==> src/rtl/uart_pkg.sv <==
// Shared UART definitions for uart_rx and the future uart_tx.
// Defining UART_RX_PARITY_EN adds the PARITY state to the FSM encoding.
`timescale 1ns/1ps
package uart_pkg;

  localparam int DATA_W = 8;

  typedef enum logic [2:0] {
    IDLE,
    START,
    DATA,
`ifdef UART_RX_PARITY_EN
    PARITY,
`endif
    STOP
  } uart_state_t;

endpackage

==> src/rtl/uart_sync.sv <==
// Two-flop synchronizer for an asynchronous line that idles high.
`timescale 1ns/1ps
module uart_sync (
  input  logic clk_i,
  input  logic rst_ni,
  input  logic d_i,
  output logic q_o
);

  logic r_meta;
  logic r_sync;

  always_ff @(posedge clk_i or negedge rst_ni) begin
    if (!rst_ni) begin
      r_meta <= 1'b1;
      r_sync <= 1'b1;
    end else begin
      r_meta <= d_i;
      r_sync <= r_meta;
    end
  end

  assign q_o = r_sync;

endmodule

==> src/rtl/uart_rx.sv <==
// UART receiver: 8N1 frames with a valid/ready output register and frame-error/overrun pulses.
// Defining UART_RX_PARITY_EN inserts an even-parity bit between bit 7 and the stop bit.
`timescale 1ns/1ps
module uart_rx
  import uart_pkg::*;
#(
  parameter int CLK_FREQ  = 100_000_000,
  parameter int BAUD_RATE = 1_000_000
) (
  input  logic              clk_i,
  input  logic              rst_ni,
  input  logic              rx_i,
  output logic [DATA_W-1:0] data_o,
  output logic              valid_o,
  input  logic              ready_i,
  output logic              frame_err_o,
  output logic              overrun_o
);

  localparam int CPB   = CLK_FREQ / BAUD_RATE;
  localparam int CNT_W = $clog2(CPB);
  localparam int IDX_W = $clog2(DATA_W);
  localparam logic [CNT_W-1:0] CNT_HALF = CNT_W'(CPB / 2 - 1);
  localparam logic [CNT_W-1:0] CNT_LAST = CNT_W'(CPB - 1);
  localparam logic [IDX_W-1:0] IDX_LAST = IDX_W'(DATA_W - 1);

  if (CPB < 4) begin : g_cpb_check
    $error("uart_rx: CLK_FREQ/BAUD_RATE must be at least 4");
  end

  logic              w_rx;
  logic              w_tick;
  logic              w_frame_ok;
  uart_state_t       r_state;
  logic [CNT_W-1:0]  r_cnt;
  logic [IDX_W-1:0]  r_idx;
  logic [DATA_W-1:0] r_shift;

  uart_sync u_sync (
    .clk_i  (clk_i),
    .rst_ni (rst_ni),
    .d_i    (rx_i),
    .q_o    (w_rx)
  );

  assign w_tick = (r_cnt == CNT_LAST);

`ifdef UART_RX_PARITY_EN
  logic r_par_err;
  assign w_frame_ok = w_rx && !r_par_err;
`else
  assign w_frame_ok = w_rx;
`endif

  // Data bits arrive LSB first, so shift in from the top.
  always_ff @(posedge clk_i) begin
    if (r_state == DATA && w_tick) begin
      r_shift <= {w_rx, r_shift[DATA_W-1:1]};
    end
  end

  always_ff @(posedge clk_i or negedge rst_ni) begin
    if (!rst_ni) begin
      r_state     <= IDLE;
      r_cnt       <= '0;
      r_idx       <= '0;
      data_o      <= '0;
      valid_o     <= 1'b0;
      frame_err_o <= 1'b0;
      overrun_o   <= 1'b0;
`ifdef UART_RX_PARITY_EN
      r_par_err   <= 1'b0;
`endif
    end else begin
      frame_err_o <= 1'b0;
      overrun_o   <= 1'b0;
      if (valid_o && ready_i) begin
        valid_o <= 1'b0;
      end
      case (r_state)
        IDLE: begin
          r_cnt <= '0;
          r_idx <= '0;
          if (!w_rx) begin
            r_state <= START;
          end
        end
        START: begin
          if (r_cnt == CNT_HALF) begin
            r_cnt   <= '0;
            r_state <= w_rx ? IDLE : DATA;
          end else begin
            r_cnt <= r_cnt + 1'b1;
          end
        end
        DATA: begin
          if (w_tick) begin
            r_cnt <= '0;
            r_idx <= r_idx + 1'b1;
            if (r_idx == IDX_LAST) begin
`ifdef UART_RX_PARITY_EN
              r_state <= PARITY;
`else
              r_state <= STOP;
`endif
            end
          end else begin
            r_cnt <= r_cnt + 1'b1;
          end
        end
`ifdef UART_RX_PARITY_EN
        PARITY: begin
          if (w_tick) begin
            r_cnt     <= '0;
            r_par_err <= (w_rx != ^r_shift);
            r_state   <= STOP;
          end else begin
            r_cnt <= r_cnt + 1'b1;
          end
        end
`endif
        STOP: begin
          // Returning to IDLE on the sample leaves half a stop bit to catch the next start edge.
          if (w_tick) begin
            r_cnt   <= '0;
            r_state <= IDLE;
            if (!w_frame_ok) begin
              frame_err_o <= 1'b1;
            end else if (valid_o && !ready_i) begin
              overrun_o <= 1'b1;
            end else begin
              data_o  <= r_shift;
              valid_o <= 1'b1;
            end
          end else begin
            r_cnt <= r_cnt + 1'b1;
          end
        end
        default: r_state <= IDLE;
      endcase
    end
  end

endmodule
==> config.mk <==
export PLATFORM = sky130hd
export DESIGN_NAME = uart_rx
export DESIGN_NICKNAME = d
export VERILOG_FILES = /design/src/rtl/uart_pkg.sv /design/src/rtl/uart_sync.sv /design/src/rtl/uart_rx.sv
export SDC_FILE = /design/constraint.sdc
export NUM_CORES = 1
export LEC_CHECK = 0
export ABC_AREA = 0
export BUFFER_PORTS_ARGS = -buffer_cell sky130_fd_sc_hd__buf_2
export CAP_MARGIN = 20
export CORE_MARGIN = 5
export CORE_UTILIZATION = 44
export CTS_BUF_LIST = sky130_fd_sc_hd__clkbuf_16
export CTS_CLUSTER_SIZE = 28
export DETAILED_ROUTE_END_ITERATION = 16
export GPL_TIMING_DRIVEN = 0
export PLACE_DENSITY = 0.62
export RECOVER_POWER = 25
export SETUP_SLACK_MARGIN = 0.1
export SKIP_LAST_GASP = 1
export SLEW_MARGIN = 20
export SYNTH_ARGS = -nofsm -noshare
export SYNTH_HDL_FRONTEND = slang
export SYNTH_HIERARCHICAL = 1
export SYNTH_SLANG_ARGS = --single-unit
==> constraint.sdc <==
create_clock -name clk_i -period 2.12 [get_ports clk_i]
set_input_delay 0.424 -clock clk_i [delete_from_list [all_inputs] [get_ports clk_i]]
set_output_delay 0.424 -clock clk_i [all_outputs]
set_load 0.01 [all_outputs]
==> flow_metrics.tcl, run 1 <==
set metrics [dict create \
    outcome "finished, final reports clean" \
    worst-r2r-cell-count 5 \
    n_fill_cell 269 \
    antenna_found_initial 0 \
    finalInstanceArea_um2 1654 \
    ys_warn_count 6 \
    initial_utilization_pct 45.79 \
    drtAntennaViolNets 0 \
    timing.slew.headroom_pct 12.93 \
    top_ff_cell_synth "dfrtp_1" \
    max_freq_mhz 536.0 \
    gr-total-overflow 0 \
    synthArstFlopShare_pct 75.76 \
    synth-seq-area-share_pct 62.64 \
    synthesis.area_per_instance_um2 13.59 \
    timing.setup.critical_path_class "reg2reg" \
    num-nets-final 133 \
    hold_viol_final 0 \
    fp.dieW_um 66.13 \
    finalSetupViolCount 0 \
    p_leak_nw 0.7766 \
    muxShareOfSynthArea_pct 6.498 \
    clock_sink_count 33 \
    synth_enable_flop_cells 8 \
    final.period_utilization_pct 88.00 \
    critical_path.endpoint_type "flop" \
    synth_cell_area_um2 1386 \
    critical_path.max_fanout 9 \
    clock_latency_ns 0.27 \
    vias 835 \
    net_count_after_synthesis 111 \
    clk_pin_slew_worst_paths_ns 0.04 \
    placement_rows 20 \
    post_synth_fa_ha_maj_area_fraction_pct 4.513 \
    layout-area-overhead-vs-synth_pct 19.31 \
    worst_hold_startpoint "rx_i" \
    routed_wire_length_per_instance_um 12.99 \
    place.port_buffers 14 \
    drt_first_pass_iters 4 \
    finalMaxSlewViolations 0 \
    crit-reg2reg-capture "data_o[6]" \
    worstPathArrival_ns 2.02 \
    maximum_buffer_depth_of_the_clock_tree 2 \
    synth_compound_area_share_pct 4.874 \
    worstMarginPinSlew_ns 1.306 \
    drt_iter0_drc 26 \
    dpl_cell_area_um2 1511 \
    routed_wl_mm 2.195 \
    max_cap_violations 0 \
    worstPathRequired_ns 2.27 \
    peakVddDrop_mv 0.8237 \
    reg2reg_from "r_cnt[0]" \
    cp-start-kind "flop" \
    grt_util_all_layers_pct 12.33 \
    io_pins 15 \
    synth-xor-area-share_pct 3.159 \
    final-seq-area_um2 868.3 \
    p_per_area_nw_per_um2 799.7 \
    yosys.cell_types.count 33 \
    timing.hold.worst_path_depth 1 \
    gp_routability_congestion 0.7227 \
    netlist_top_cells_area "dfrtp_1, edfxtp_1, mux2_2, ha_1, dfstp_2" \
    cts-root-buf "clkbuf_16" \
    worstHoldEndpoint "u_sync/r_meta" \
    multiInputGateArea_um2 503.0 \
    floorplan.die.height_um 66.13 \
    final_routed_drc_violation_total 0 \
    layout_min_cycle_time_ns 1.866 \
    tritoncts "built" \
    first_global_vias 848 \
    fin_tns_setup_ns 0 \
    yosys.area.top_type "dfrtp_1" \
    synth_simple_gate_area_share_pct 17.24 \
    synth-seq-cells 33 \
    core-area_um2 3028 \
    antenna-diode-count 0 \
    cts_inserted_buffers 5 \
    cts_htree_levels 2 \
    min_path_type "in2reg" \
    post_drt_via_cell_ratio 4.941 \
    place_hpwl_mm 1.570 \
    final.setup_skew_ns 0.008158 \
    worst-r2r-setup-slack_ns 0.25 \
    synth.top_cell.area_share_pct 41.52 \
    postSynthCellCount 102 \
    die-area_um2 4373 \
    unrepaired_setup_endpoints_after_global_routing "false" \
    ys_top_cells_by_count "dfrtp_1, nor2_1, edfxtp_1, mux2_2, nand2_1" \
    cts_resized 0 \
    holdBufCountCts 0 \
    grt_first_pass_wirelength_mm 3.829 \
    dpl_worst_slack_ns 0.09662 \
    synth.most_common_cell "dfrtp_1" \
    synth_top_family_by_area "simple AND/OR/NAND/NOR gates" \
    setup_ws_post_layout_ns 0.2544 \
    layout-drive-gt1-share_pct 31.20 \
    largest_net_degree_at_the_start_of_global_routing 26 \
]
## kinds of logic after synthesis
| family | count (synthesis) |
|---|---|
| AO/OA/AOI/OAI | 9 |
| XOR/XNOR | 5 |
| adder cells (fa/ha/maj) | 5 |
| buffers and inverters | 4 |
| flip-flops | 33 |
| multiplexers | 8 |
| AND/OR/NAND/NOR | 38 |
## cells in the final DEF, fill, tap and decap left out, types with 2 or more instances in the layout
master / count
a31o_2: 2
buf_2: 13
clkbuf_1: 3
clkbuf_16: 5
dfrtp_1: 23
dfstp_2: 2
edfxtp_1: 8
ha_1: 5
inv_1: 4
mux2_2: 8
nand2_1: 7
nand2b_1: 2
nand3_1: 4
nand4b_1: 2
nor2_1: 11
o21ai_0: 2
xor2_1: 4
## worst max-delay path: stages, from the launching register on
cell	delay [ns]
dfrtp_1	0.42
ha_1	0.27
nand4_4	0.19
nor4b_4	0.31
buf_4	0.21
mux2_2	0.34
## flip-flops by register name, summed over array words and instances (netlist names), 2 cells and up
signal,flops
data_o,8
r_shift,8
r_cnt,7
r_idx,3
r_state,2
## through the flow
stage          power, mW  hold slack [ns]  instances  utilization (%)
2_1_floorplan     0.6668           0.1284        102                -
3_3_place_gp      0.6792           0.3469        160            49.92
3_5_place_dp      0.6795           0.3473        160            49.92
4_1_cts            1.348           0.1529        169            54.67
5_1_grt            1.377           0.2461        169            54.63
6_report           1.323           0.2544        169            54.63
## power by group
| group | switching, mW | internal, mW | total, mW |
|---|---|---|---|
| registers | 0.00173 | 0.654 | 0.655 |
| logic | 0.0100 | 0.00222 | 0.0122 |
| clock network | 0.235 | 0.420 | 0.655 |
| total | 0.247 | 1.08 | 1.32 |
## per-layer routing
layer / share of wire (%) / vias to the layer above / track usage (%)
li1: - / 408 / -
met1: 44 / 403 / 14.58
met2: 47 / 18 / 18.09
met3: 5.8 / 6 / 5.612
met4: 2.9 / 0 / 7.614
met5: 0 / - / 0
## final cells by class
| type | count | share of cell area (%) |
|---|---|---|
| plain buffers | 2 | 0.4539 |
| clock inverters | 3 | 0.6808 |
| repair buffers | 15 | 4.614 |
| flip-flops and latches | 33 | 52.50 |
| clock buffers | 5 | 7.564 |
| multi-input cells | 65 | 30.41 |
| well taps | 44 | 3.328 |
| inverters | 2 | 0.4539 |
## how the worst max path moves through the flow
stage / cells past startpoint / endpoint / slack [ns] / from
after floorplan: 4 / data_o[0] / 0.36 / r_cnt[0]
after CTS: 3 / r_shift[7] / 0.23 / r_cnt[0]
after global placement: 4 / data_o[5] / 0.12 / r_cnt[0]
final: 5 / data_o[6] / 0.25 / r_cnt[0]
after global routing: 3 / r_shift[7] / 0.11 / r_cnt[0]
after detailed placement: 4 / data_o[4] / 0.1 / r_cnt[0]
## timing repair
action | CTS | global route
setup buffers | 1 | 0
endpoints found under the setup margin | 6 | 0
hold endpoints to repair | 0 | 0
No activity file was read; power rests on OpenSTA's default activity.
==> inputs of run 2 (changes only) <==
--- a/config.mk
+++ b/config.mk
@@ -8,6 +8,7 @@
 export ABC_AREA = 0
 export BUFFER_PORTS_ARGS = -buffer_cell sky130_fd_sc_hd__buf_2
 export CAP_MARGIN = 20
+export CORE_ASPECT_RATIO = 0.9
 export CORE_MARGIN = 5
 export CORE_UTILIZATION = 44
 export CTS_BUF_LIST = sky130_fd_sc_hd__clkbuf_16
@@ -23,3 +24,4 @@
 export SYNTH_HDL_FRONTEND = slang
 export SYNTH_HIERARCHICAL = 1
 export SYNTH_SLANG_ARGS = --single-unit
+export TNS_END_PERCENT = 5
==> flow_metrics.tcl, run 2 (same netlist as run 1, synthesis figures left out) <==
set metrics [dict create \
    outcome "finished, final reports clean" \
    layout_min_cycle_time_ns 1.856 \
    final.setup_skew_ns 0.002748 \
    cts_inserted_buffers 5 \
    place.port_buffers 14 \
    vias 820 \
    worstMarginPinSlew_ns 1.298 \
    final_cell_count_no_fill 166 \
    tritoncts "built" \
    mostFrequentLayoutCells "dfrtp_1, buf_2, nor2_1, mux2_2, edfxtp_1" \
    drt_first_pass_iters 4 \
    fp.dieW_um 69.17 \
    power_consumption_mw 1.310 \
    peakVddDrop_mv 0.7406 \
    grt_first_pass_wirelength_mm 3.781 \
    placed_cells_incl_taps 158 \
    top_signal_layer_used "met4" \
    largest_net_degree_at_the_start_of_global_routing 26 \
    timing.setup.critical_path_class "reg2reg" \
    layout-area-overhead-vs-synth_pct 18.86 \
    gr-total-overflow 0 \
    multiInputGateArea_um2 503.0 \
    finalInstanceArea_um2 1648 \
    cp-start-kind "flop" \
    initial_utilization_pct 45.56 \
    antenna-diode-count 0 \
    worstPathRequired_ns 2.27 \
    hold_viol_final 0 \
    fin_tns_setup_ns 0 \
    layout_top_registers "data_o x8, r_shift x8, r_cnt x7" \
    dpl_worst_slack_ns 0.08909 \
    gp_routability_congestion 0.7459 \
    critical-path-slowest-cell "dfrtp_1" \
    clock_sink_count 33 \
    first_global_vias 843 \
    n_fill_cell 276 \
    post_drt_via_cell_ratio 4.940 \
    cts-root-buf "clkbuf_16" \
    routed_wl_mm 2.106 \
    maximum_buffer_depth_of_the_clock_tree 2 \
    critical_path.max_fanout 9 \
    setup_ws_post_layout_ns 0.2645 \
    p_leak_nw 0.7713 \
    io_pins 15 \
    unrepaired_setup_endpoints_after_global_routing "false" \
    final-seq-area_um2 868.3 \
    floorplan.die.height_um 63.25 \
    finalMaxSlewViolations 0 \
    met1Wirelength_mm 1.069 \
    dpl_cell_area_um2 1509 \
    num-nets-final 133 \
    place_hpwl_mm 1.480 \
    worstPathArrival_ns 2.01 \
    drtAntennaViolNets 0 \
    final.period_utilization_pct 87.52 \
    timing.slew.headroom_pct 13.45 \
    cts_htree_levels 2 \
    drt_iter0_drc 32 \
    routed-wl-met2_um 939 \
    grt_util_all_layers_pct 10.87 \
    total_length_of_routed_met3_wires_um 58 \
    fin_util_pct 54.15 \
    critPathMaxStageDelay_ns 0.42 \
    layout_commonest_cell "dfrtp_1" \
    critical_path.cell_chain "ha_1, nand4_4, nor4b_4, buf_4, mux2_2" \
    clock_latency_ns 0.27 \
    whs_ns 0.2544 \
    placement_rows 19 \
    max_cap_violations 0 \
    die-area_um2 4375 \
    min_path_type "in2reg" \
    max_freq_mhz 538.9 \
    routed_wire_length_per_instance_um 12.69 \
    core-area_um2 3043 \
    cts_resized 0 \
    layout-drive-gt1-share_pct 31.45 \
    finalSetupViolCount 0 \
    antenna_found_initial 0 \
    final_routed_drc_violation_total 0 \
    clk_pin_slew_worst_paths_ns 0.05 \
    critical_path.endpoint_type "flop" \
    p_per_area_nw_per_um2 794.7 \
]
==> run 2: repair_timing <==
item	in CTS	in global routing
setup buffers	1	0
endpoints found under the setup margin	8	0
hold buffers	0	0
==> run 2: layout make-up <==
cell class | count | share of cell area, %
Sequential cell | 33 | 52.70
Multi-Input combinational cell | 65 | 30.52
Clock buffer | 5 | 7.593
Timing Repair Buffer | 15 | 4.632
Tap cell | 42 | 3.189
Clock inverter | 2 | 0.4556
Buffer | 2 | 0.4556
Inverter | 2 | 0.4556
==> run 2: critical path: cells and delay by family (launching register included) <==
kind	cells	cell delay [ns]
DFF	1	0.42
buffers and inverters	1	0.21
adders and majority gates	1	0.27
muxes	1	0.34
and+or+nand+nor	2	0.49
==> run 2: path summary, 6_finish.rpt <==
path | startpoint | to | slack [ns] | cells past startpoint
setup / recovery | r_cnt[0] | data_o[3] | 0.26 | 5
hold / removal | rx_i | u_sync/r_meta | 0.25 | 1
setup reg to reg | r_cnt[0] | data_o[3] | 0.26 | 5
hold reg to reg | u_sync/r_meta | u_sync/q_o | 0.35 | 0
max in group asynchronous | rst_ni | frame_err_o | 0.93 | 1
min in group asynchronous | rst_ni | r_cnt[3] | 0.43 | 1
==> run 2: per-layer routing <==
layer | track usage (%) | vias to the layer above
li1 | - | 407
met1 | 14.74 | 396
met2 | 15.83 | 12
met3 | 2.862 | 5
met4 | 5.854 | 0
met5 | 0 | -
==> run 2: power breakdown <==
part	switching, mW	internal, mW	total [mW]
clock network	0.224	0.418	0.642
logic	0.00996	0.00222	0.0122
registers	0.00156	0.654	0.655
total	0.236	1.07	1.31
